### config.mk
export PLATFORM = sky130hd
export DESIGN_NAME = wave_capture_arbiter
export DESIGN_NICKNAME = d
export VERILOG_FILES = /design/src/rtl/wave_pkg.sv /design/src/rtl/wave_voice_capture.sv /design/src/rtl/wave_capture_arbiter.sv
export SDC_FILE = /design/constraint.sdc
export NUM_CORES = 1
export LEC_CHECK = 0
export CORE_ASPECT_RATIO = 0.6
export CORE_MARGIN = 2
export CORE_UTILIZATION = 60
export CTS_CLUSTER_SIZE = 12
export DETAILED_ROUTE_END_ITERATION = 8
export DONT_BUFFER_PORTS = 1
export PLACE_DENSITY_LB_ADDON = 0.15
export SLEW_MARGIN = 20
export SYNTH_ARGS = -nofsm -noshare
export SYNTH_HDL_FRONTEND = slang
export SYNTH_SLANG_ARGS = --single-unit
### constraint.sdc
create_clock -name clk -period 7.4 [get_ports clk]
set_input_delay 1.11 -clock clk [delete_from_list [all_inputs] [get_ports clk]]
set_output_delay 1.11 -clock clk [all_outputs]
set_load 0.02 [all_outputs]
### src/rtl/wave_pkg.sv
// Shared types, sizes and sample conversion for the wave capture block.
package wave_pkg;
  localparam int SAMPLES_PER_WAVE = 256;
  localparam int WAVE_INDEX_W     = 8;
  localparam int VOICE_W          = 2;
  localparam int NUM_VOICES       = 4;
  localparam int SAMPLE_W         = 16;
  localparam int DISP_W           = 8;
  localparam int WR_ADDR_W        = VOICE_W + 1 + WAVE_INDEX_W;

  typedef enum logic [1:0] {
    ARMED   = 2'd0,
    CAPTURE = 2'd1,
    DONE    = 2'd2
  } voice_state_e;

  typedef struct packed {
    logic [WAVE_INDEX_W-1:0] index;
    logic [DISP_W-1:0]       data;
  } wave_entry_t;

  // Signed 16-bit to unsigned 8-bit, midscale 128.
  function automatic logic [DISP_W-1:0] to_display(input logic [SAMPLE_W-1:0] s);
    return {~s[SAMPLE_W-1], s[SAMPLE_W-2 -: DISP_W-1]};
  endfunction
endpackage

### src/rtl/wave_voice_capture.sv
// One voice: ARMED/CAPTURE/DONE capture FSM, index counter and 1-entry holding register.
// WAVE_CAPTURE_TRIGGER_EN selects rising-zero-crossing trigger; otherwise free-running.
module wave_voice_capture
  import wave_pkg::*;
(
  input  logic                clk,
  input  logic                reset,
  input  logic                sample_valid,
  input  logic [SAMPLE_W-1:0] sample,
  input  logic                enable,
  input  logic                grant,
  input  logic                flip,
  output logic                pending,
  output logic                done,
  output wave_entry_t         entry,
  output logic                ovf_pulse
);
  voice_state_e            state, state_nx;
  logic [WAVE_INDEX_W-1:0] idx, idx_nx;
  logic                    pend_nx;
  wave_entry_t             entry_nx;
  logic                    trig, state_ok, hold_free;
`ifdef WAVE_CAPTURE_TRIGGER_EN
  logic                    prev_neg, prev_nx;
`endif

  always_ff @(posedge clk or posedge reset) begin
    if (reset) begin
      state    <= ARMED;
      idx      <= '0;
      pending  <= 1'b0;
      entry    <= '0;
`ifdef WAVE_CAPTURE_TRIGGER_EN
      prev_neg <= 1'b0;
`endif
    end else begin
      state    <= state_nx;
      idx      <= idx_nx;
      pending  <= pend_nx;
      entry    <= entry_nx;
`ifdef WAVE_CAPTURE_TRIGGER_EN
      prev_neg <= prev_nx;
`endif
    end
  end

  always_comb begin
    state_nx  = state;
    idx_nx    = idx;
    pend_nx   = pending & ~grant;
    entry_nx  = entry;
    ovf_pulse = 1'b0;
`ifdef WAVE_CAPTURE_TRIGGER_EN
    prev_nx = prev_neg;
    trig    = prev_neg & ~sample[SAMPLE_W-1];
    if (enable && sample_valid && state == ARMED) prev_nx = sample[SAMPLE_W-1];
`else
    trig = 1'b1;
`endif
    state_ok  = (state == CAPTURE) || (state == ARMED && trig);
    // A slot being granted this cycle can take the new sample.
    hold_free = ~pending | grant;
    if (enable && sample_valid && state_ok) begin
      if (hold_free) begin
        pend_nx  = 1'b1;
        entry_nx = '{index: idx, data: to_display(sample)};
        idx_nx   = idx + 1'b1;
        state_nx = (idx == WAVE_INDEX_W'(SAMPLES_PER_WAVE-1)) ? DONE : CAPTURE;
      end else begin
        ovf_pulse = 1'b1;
      end
    end
    // Abort leaves any pending entry to drain through the arbiter.
    if (!enable || flip) begin
      state_nx = ARMED;
      idx_nx   = '0;
    end
  end

  assign done = (state == DONE);
endmodule

### src/rtl/wave_capture_arbiter.sv
// Four-voice wave capture: round-robin write arbiter, double-buffer flip, sticky overflow.
// Build option WAVE_CAPTURE_TRIGGER_EN enables zero-crossing triggering in each voice.
module wave_capture_arbiter
  import wave_pkg::*;
(
  input  logic                           clk,
  input  logic                           reset,
  input  logic [NUM_VOICES-1:0]          sample_valid,
  input  logic [NUM_VOICES*SAMPLE_W-1:0] sample_in,
  input  logic [NUM_VOICES-1:0]          voice_en,
  input  logic                           display_idle,
  output logic                           wr_en,
  output logic [WR_ADDR_W-1:0]           wr_address,
  output logic [DISP_W-1:0]              wr_data,
  output logic                           read_index,
  output logic                           overflow
);
  logic [NUM_VOICES-1:0]   pend, done, ovf, gnt;
  wave_entry_t [NUM_VOICES-1:0] entries;
  logic [VOICE_W-1:0]      rr_ptr, gnt_id, cand;
  logic                    gnt_vld, flip;

  for (genvar v = 0; v < NUM_VOICES; v++) begin : g_voice
    wave_voice_capture u_voice (
      .clk          (clk),
      .reset        (reset),
      .sample_valid (sample_valid[v]),
      .sample       (sample_in[v*SAMPLE_W +: SAMPLE_W]),
      .enable       (voice_en[v]),
      .grant        (gnt[v]),
      .flip         (flip),
      .pending      (pend[v]),
      .done         (done[v]),
      .entry        (entries[v]),
      .ovf_pulse    (ovf[v])
    );
  end

  // rr_ptr names the voice with highest priority this cycle.
  always_comb begin
    gnt     = '0;
    gnt_id  = '0;
    gnt_vld = 1'b0;
    cand    = '0;
    for (int k = 0; k < NUM_VOICES; k++) begin
      cand = rr_ptr + VOICE_W'(k);
      if (!gnt_vld && pend[cand]) begin
        gnt_vld = 1'b1;
        gnt_id  = cand;
      end
    end
    if (gnt_vld) gnt[gnt_id] = 1'b1;
  end

  assign flip = (&(done | ~voice_en)) & ~(|pend) & display_idle;

  always_ff @(posedge clk or posedge reset) begin
    if (reset) begin
      rr_ptr     <= '0;
      wr_en      <= 1'b0;
      wr_address <= '0;
      wr_data    <= '0;
      read_index <= 1'b0;
      overflow   <= 1'b0;
    end else begin
      wr_en    <= gnt_vld;
      overflow <= overflow | (|ovf);
      if (gnt_vld) begin
        rr_ptr     <= gnt_id + 1'b1;
        wr_address <= {gnt_id, ~read_index, entries[gnt_id].index};
        wr_data    <= entries[gnt_id].data;
      end
      if (flip) read_index <= ~read_index;
    end
  end
endmodule

# Word level (Yosys, flattened, before mapping)
# Cells that the tools add are included.
[totals]
ff_bits = 132
input_bits = 75
output_inout_bits = 22
word_cells = 194
[op_classes]
n_addsub = 8
magnitude_cmp = 6
n_eq_ne = 12
muxes = 65
bitwise = 27
n_reduce_logical = 50
[ops]
columns = ["operator", "n"]
rows = [
  ["two-way mux 8 bit", 12],
  ["two-way mux 2 bit", 20],
  ["adder 8 x 1 -> 8 bit (second input constant)", 4],
  ["binary-select mux 16 bit (select 2 bit)", 1],
  ["== test 8 bit (second input constant)", 4],
  ["two-way mux 1 bit", 25],
  ["two-way mux 16 bit", 1],
  ["AND reduction 2 bit", 8],
  ["nonzero test 2 bit", 8],
  ["< comparator 2 x 3 -> 1 bit (second input constant)", 5],
  ["inverter 1 bit", 14],
  ["logical AND 1 bit", 12],
  ["binary-select mux 1 bit (select 2 bit)", 4],
  ["== test 2 x 1 -> 1 bit (second input constant)", 4],
  ["== test 2 bit (second input constant)", 4],
  ["zero test 2 bit", 4],
  ["logical OR 1 bit", 8],
  ["OR reduction 4 bit", 2],
  ["zero test 1 bit", 7],
  ["bitwise AND 1 bit", 6],
  ["bitwise OR 1 bit", 5],
  ["adder 2 x 1 -> 2 bit (second input constant)", 2],
  ["adder 2 bit (second input constant)", 2],
  ["two-way mux 4 bit", 1],
  ["5 further kinds", 5],
]

# Depth between registers and ports, before layout
[logic_depth]
depth_word = 22
ltp_mapped = 8
depth_no_buf = 6

# Modules after synthesis
# From an unflattened synthesis, not the netlist that was laid out.
[hier_totals]
hier_cells = 526
area_unflattened_um2 = 6329.8
[modules_own_cells]
columns = ["module", "instances", "cells_each", "area_per_inst_um2", "seq_area_each_um2"]
rows = [
  ["wave_voice_capture", 4, 91, 1204.9, 675.6],
  ["wave_capture_arbiter", 1, 162, 1510.2, 600.6],
]

# Least setup slack after synthesis
# Ideal clock, no wire load.
[synth_timing]
path_kind = "input-to-reg"
startpoint = "in sample_valid[1]"
endpoint = "reg g_voice[1].u_voice.entry[0] in the netlist's numbering"
setup_ps = 125
arrival_time_ps = 2215
required_ps = 7275
slack_ps = 5060
stages = 6
path_buffers = 2
cell_sequence = "nand3b_1 -> a31o_2 -> buf_2 -> nor2_1 -> buf_2 -> mux2_2"
[synth_between]
elab_chain_len = 3
[synth_rtl]
columns = ["element", "line_no", "source"]
rows = [
  ["from (decl)", "wave_capture_arbiter.sv:8", "input logic [NUM_VOICES-1:0] sample_valid,"],
  ["logical AND 1 bit (2 in a row)", "wave_voice_capture.sv:63", "if (enable && sample_valid && state_ok) begin"],
  ["AND reduction 2 bit (no source line)", "-", ""],
  ["to (signal assigned)", "wave_voice_capture.sv:40", "entry <= entry_nx;"],
  ["to (decl)", "wave_voice_capture.sv:15", "output wave_entry_t entry,"],
]
# Every way passes these cells.
# A chain may end at the register's enable or synchronous reset.

# Worst setup path in the final report
[layout_timing]
startpoint = "reg g_voice[3].u_voice.pending"
endpoint = "reg g_voice[3].u_voice.state[1]"
[layout_between]
elab_chain_len = 20
word_cells_on_any_way = 39
cone_classes = "2 x order compare; 20 x mux; 5 x bitwise; 12 x reduce/logical"
[layout_rtl]
columns = ["element", "line_no", "source"]
rows = [
  ["from (decl)", "wave_voice_capture.sv:13", "output logic pending,"],
  ["from (signal assigned)", "wave_voice_capture.sv:39", "pending <= pend_nx;"],
  ["binary-select mux 1 bit (select 2 bit)", "wave_capture_arbiter.sv:47", "if (!gnt_vld && pend[cand]) begin"],
  ["two-way mux 1 bit (implied by the code)", "wave_capture_arbiter.sv:47", ""],
  ["two-way mux 1 bit", "wave_capture_arbiter.sv:47", ""],
  ["zero test 1 bit", "wave_capture_arbiter.sv:47", ""],
  ["logical AND 1 bit", "wave_capture_arbiter.sv:47", ""],
  ["two-way mux 1 bit", "wave_capture_arbiter.sv:47", ""],
  ["zero test 1 bit", "wave_capture_arbiter.sv:47", ""],
  ["logical AND 1 bit", "wave_capture_arbiter.sv:47", ""],
  ["[4 not listed]", "-", ""],
  ["< comparator 2 x 3 -> 1 bit (implied by the code) or >= comparator 2 x 1 -> 1 bit (tied branches)", "wave_capture_arbiter.sv:52", "if (gnt_vld) gnt[gnt_id] = 1'b1;"],
  ["logical AND 1 bit (implied by the code)", "wave_capture_arbiter.sv:52", ""],
  ["two-way mux 1 bit (implied by the code)", "wave_capture_arbiter.sv:52", ""],
  ["demux 1 bit (select 2 bit)", "wave_capture_arbiter.sv:52", ""],
  ["two-way mux 4 bit", "wave_capture_arbiter.sv:52", ""],
  ["bitwise OR 1 bit", "wave_voice_capture.sv:62", "hold_free = ~pending | grant;"],
  ["nonzero test 2 bit (no source line)", "-", ""],
  ["AND reduction 2 bit (no source line)", "-", ""],
  ["to (signal assigned)", "wave_voice_capture.sv:37", "state <= state_nx;"],
  ["to (decl)", "wave_voice_capture.sv:18", "voice_state_e state, state_nx;"],
]
# Several ways; a longest one is shown, not always the timed one. The select of a mux whose other input is x is not followed.

==> metrics.md <==
| Metric | Value |
|---|---|
| Status | `complete, no violations` |
| Mapped Area | `~6200 sq um` |
| Psw | `a little under 1 mW` |
| Die Height | `82.8 microns` |
| RSZ-0062 raised after global routing | `no` |
| Beginning of the worst hold path | `g_voice[3].u_voice.entry[7]` |
| Max-Cap Viols | `0` |
| DRT Pass-1 Iters | `5` |
| Asr flop ratio synth | `1.00` |
| Largest net degree at the start of global routing | `between 70 and 80` |
| Setup slack at placement | `4250 ps` |
| Reg2Reg Depth | `6` |
| Slew Limit Headroom | `0.412` |
| Critical path arrival | `between 3000 and 4000 ps` |
| Post-Synthesis Cells | `543` |
| Hold slack | `roughly 480 ps` |
| Vias post-DR | `4,353` |
| Routed Antenna Nets | `0` |
| Clk_skew | `around 13 ps` |
| Post-synth EDFFs | `0` |
| Fraction of layout cells with a size suffix above 1 | `0.212` |
| CTS Buf Count | `17` |
| PortBufs | `0` |
| Setup TNS | `0 ps` |
| Worst reg2reg startpoint | `g_voice[3].u_voice.pending` |
| Hold path cells | `2` |
| Clock root cell | `clkbuf_16` |
| Synth Flop Type | `dfrtp_1` |
| Wire length per cell | `about 21 microns` |
| DR iter-0 viols | `~350` |
| I/O Pins | `97` |
| Synth Register Bits | `between 100 and 150` |
| Die width | `approximately 140 microns` |
| Placed Cells | `roughly 650` |
| Initial antenna violation count | `0` |
| HP Class | `register to register` |
| Fmax achieved | `between 0.3 and 0.4 GHz` |
| Post-route DRC violation count | `0` |
| CORE AREA | `around 10000 sq um` |
| Fin crit period | `3230 ps` |
| DIE AREA | `about 11,000 sq um` |
| Power density over the cells | `roughly 390 nW/um^2` |
| Final Hold Violating Endpoints | `0` |
| DRT Wirelength | `roughly 14,000 microns` |
| Non-filler instance count after layout | `between 600 and 700` |
| Vias/cell | `about 6.3` |
| Crit path launch type | `register` |
| Endpoint class of the critical path | `register` |
| Post-CTS setup buffers | `0` |
| Final WS setup | `between 4000 and 5000 ps` |
| Reg clk slew, reported paths | `roughly 60 ps` |
| Post-CTS Hold Fix Bufs | `0` |
| GPL Wtd Cong | `0.843` |
| Met3 Use GR | `0.0965` |
| Critical path class | `register to register` |
| Fin. max-slew vios | `0` |
| Most frequent cells in the layout | `132 x dfrtp_1, 55 x mux2_2, 47 x nor2_1, 34 x nand2_1, 30 x a21oi_1` |
| Actual slew at the worst max-slew pin | `about 880 ps` |
| Pint | `around 1.7 mW` |
| Yosys Warn Count | `0` |
| Global-route usage over all layers | `0.275` |
| Sequential share of power | `0.427` |
| Final setup viols | `0` |
| Lkg Pwr | `2.99 nW` |
| First-pass GRT wire length | `23,300 microns` |
| Required @ worst endpoint | `7710 ps` |
| H-tree depth | `4` |
| Clk Latency, worst-skew pair | `between 400 and 500 ps` |
| Cell variety after synth | `65` |
| Starting Density | `0.624` |
| Rows | `28` |
| Final period utilization | `0.437` |
| Crit path max fanout | `21` |
| GRT met2 Usage | `0.380` |
| GRT met1 Usage | `0.406` |
| Post-CTS Resized | `0` |
| Grt peak-use layer | `met1` |
| Sw frac | `0.369` |
| Final HPWL DP | `10,100 microns` |
| Seq/Total Area, Yosys | `0.532` |
| Area grow syn2layout | `9.59%` |
| Avg Cell Area, Syn | `between 10 and 15 sq um` |
| N_diodes | `0` |
| Total congestion overflow | `0` |
| Hold EP | `g_voice[3].u_voice.entry[7]` |
| Number of global-route vias before repair | `between 4,000 and 5,000` |
| Worst vdd ir | `0.000240 V` |
| Pwr Total | `roughly 2.7 mW` |
| Comb pwr share | `0.272` |
| Syn nets | `between 600 and 700` |
| Most common cell after layout, fill and taps aside | `dfrtp_1` |
| Clk buf depth | `2` |
| CTS Sinks | `roughly 130` |
| CTS tree | `built` |
| Worst reg2reg endpoint | `g_voice[3].u_voice.state[1]` |
| Nets | `slightly above 600` |
| R2R Setup Slk | `4170 ps` |
| Clock share of power | `0.300` |
[worst max path at each step]
stage / start / to / slack, ps / depth (start not counted)
floorplan: reset / g_voice[0].u_voice.entry[0] / 2760 / 1
global placement: g_voice[3].u_voice.pending / g_voice[3].u_voice.state[1] / 4280 / 6
detailed placement: g_voice[3].u_voice.pending / g_voice[3].u_voice.state[1] / 4250 / 6
CTS: g_voice[3].u_voice.pending / g_voice[3].u_voice.state[1] / 4210 / 6
global route: g_voice[3].u_voice.pending / g_voice[1].u_voice.state[0] / 3910 / 6
finish: g_voice[3].u_voice.pending / g_voice[3].u_voice.state[1] / 4170 / 6
[metrics by stage]
stage / cell area (sq um) / util
global route: 6810 / 0.684
global placement: 6230 / 0.627
detailed placement: 6230 / 0.627
CTS: 6800 / 0.683
floorplan: 6210 / -
finish: 6810 / 0.684
[logic make-up after synthesis]
logic type / count (synthesis) / share of synthesized area
AND/OR/NAND/NOR: 161 / 0.136
flip-flops: 132 / 0.532
AO/OA/AOI/OAI: 115 / 0.134
multiplexers: 73 / 0.129
buffers and inverters: 40 / 0.0357
XOR/XNOR: 18 / 0.0254
adder cells (fa/ha/maj): 4 / 0.00806
[registers in the layout, summed over array words and instances, names as in the netlist]
signal and cells:
g_voice.u_voice.entry 64, g_voice.u_voice.idx 32, g_voice.u_voice.pending 4, g_voice.u_voice.state 8
overflow 1, read_index 1, rr_ptr 2, wr_address 11
wr_data 8, wr_en 1
[power groups by stage]
stage	Combinational (mW)	Sequential [mW]	Clock, mW
6_report	0.731	1.15	0.807
5_1_grt	0.803	1.17	0.850
4_1_cts	0.731	1.14	0.818
3_5_place_dp	0.729	1.15	0
3_3_place_gp	0.703	1.15	0
2_1_floorplan	0.665	1.05	0
[synthesized netlist by cell type, types with 5 or more instances]
| library cell | n | area share |
|---|---|---|
| nand2_1 | 34 | 0.021 |
| nor3_1 | 7 | 0.0056 |
| nand3_1 | 16 | 0.013 |
| buf_2 | 12 | 0.0097 |
| mux2_2 | 55 | 0.10 |
| nor4_1 | 5 | 0.0050 |
| o31ai_1 | 5 | 0.0060 |
| o21ai_0 | 24 | 0.019 |
| or4_1 | 5 | 0.0060 |
| clkbuf_1 | 5 | 0.0030 |
| a21oi_1 | 30 | 0.024 |
| nor2_1 | 47 | 0.028 |
| buf_4 | 5 | 0.0060 |
| xnor2_1 | 9 | 0.013 |
| xor2_1 | 9 | 0.013 |
| nand4_1 | 5 | 0.0050 |
| inv_1 | 11 | 0.0066 |
| buf_6 | 5 | 0.0091 |
| a221oi_1 | 17 | 0.024 |
| nand2b_1 | 5 | 0.0050 |
| mux2i_1 | 17 | 0.027 |
| and3_1 | 5 | 0.0050 |
| o22ai_1 | 10 | 0.010 |
| dfrtp_1 | 132 | 0.53 |
| nand3b_1 | 5 | 0.0060 |
[layer usage]
metal	routed length (microns)	vias to the layer above	share of wire
met3	1250	19	0.088
met2	6190	170	0.43
met4	195	0	0.014
met5	0	-	0
met1	6610	2190	0.46
li1	-	1974	-
[critical path, cell delays in order (launching register included)]
cell and delay, ps:
dfrtp_1 660, nor4_4 780, inv_2 390, a21oi_1 300, nand4_1 400, nand2_2 380, o21ba_2 200
[layout make-up]
cell class	count	area, sq um
flip-flops and latches	132	3300
fillers	770	3140
multi-input cells	371	2690
clock buffers	19	433
well taps	135	169
clock inverters	12	133
inverters	12	47.5
repair buffers	5	35.0
Power figures use the tool's default switching activity.
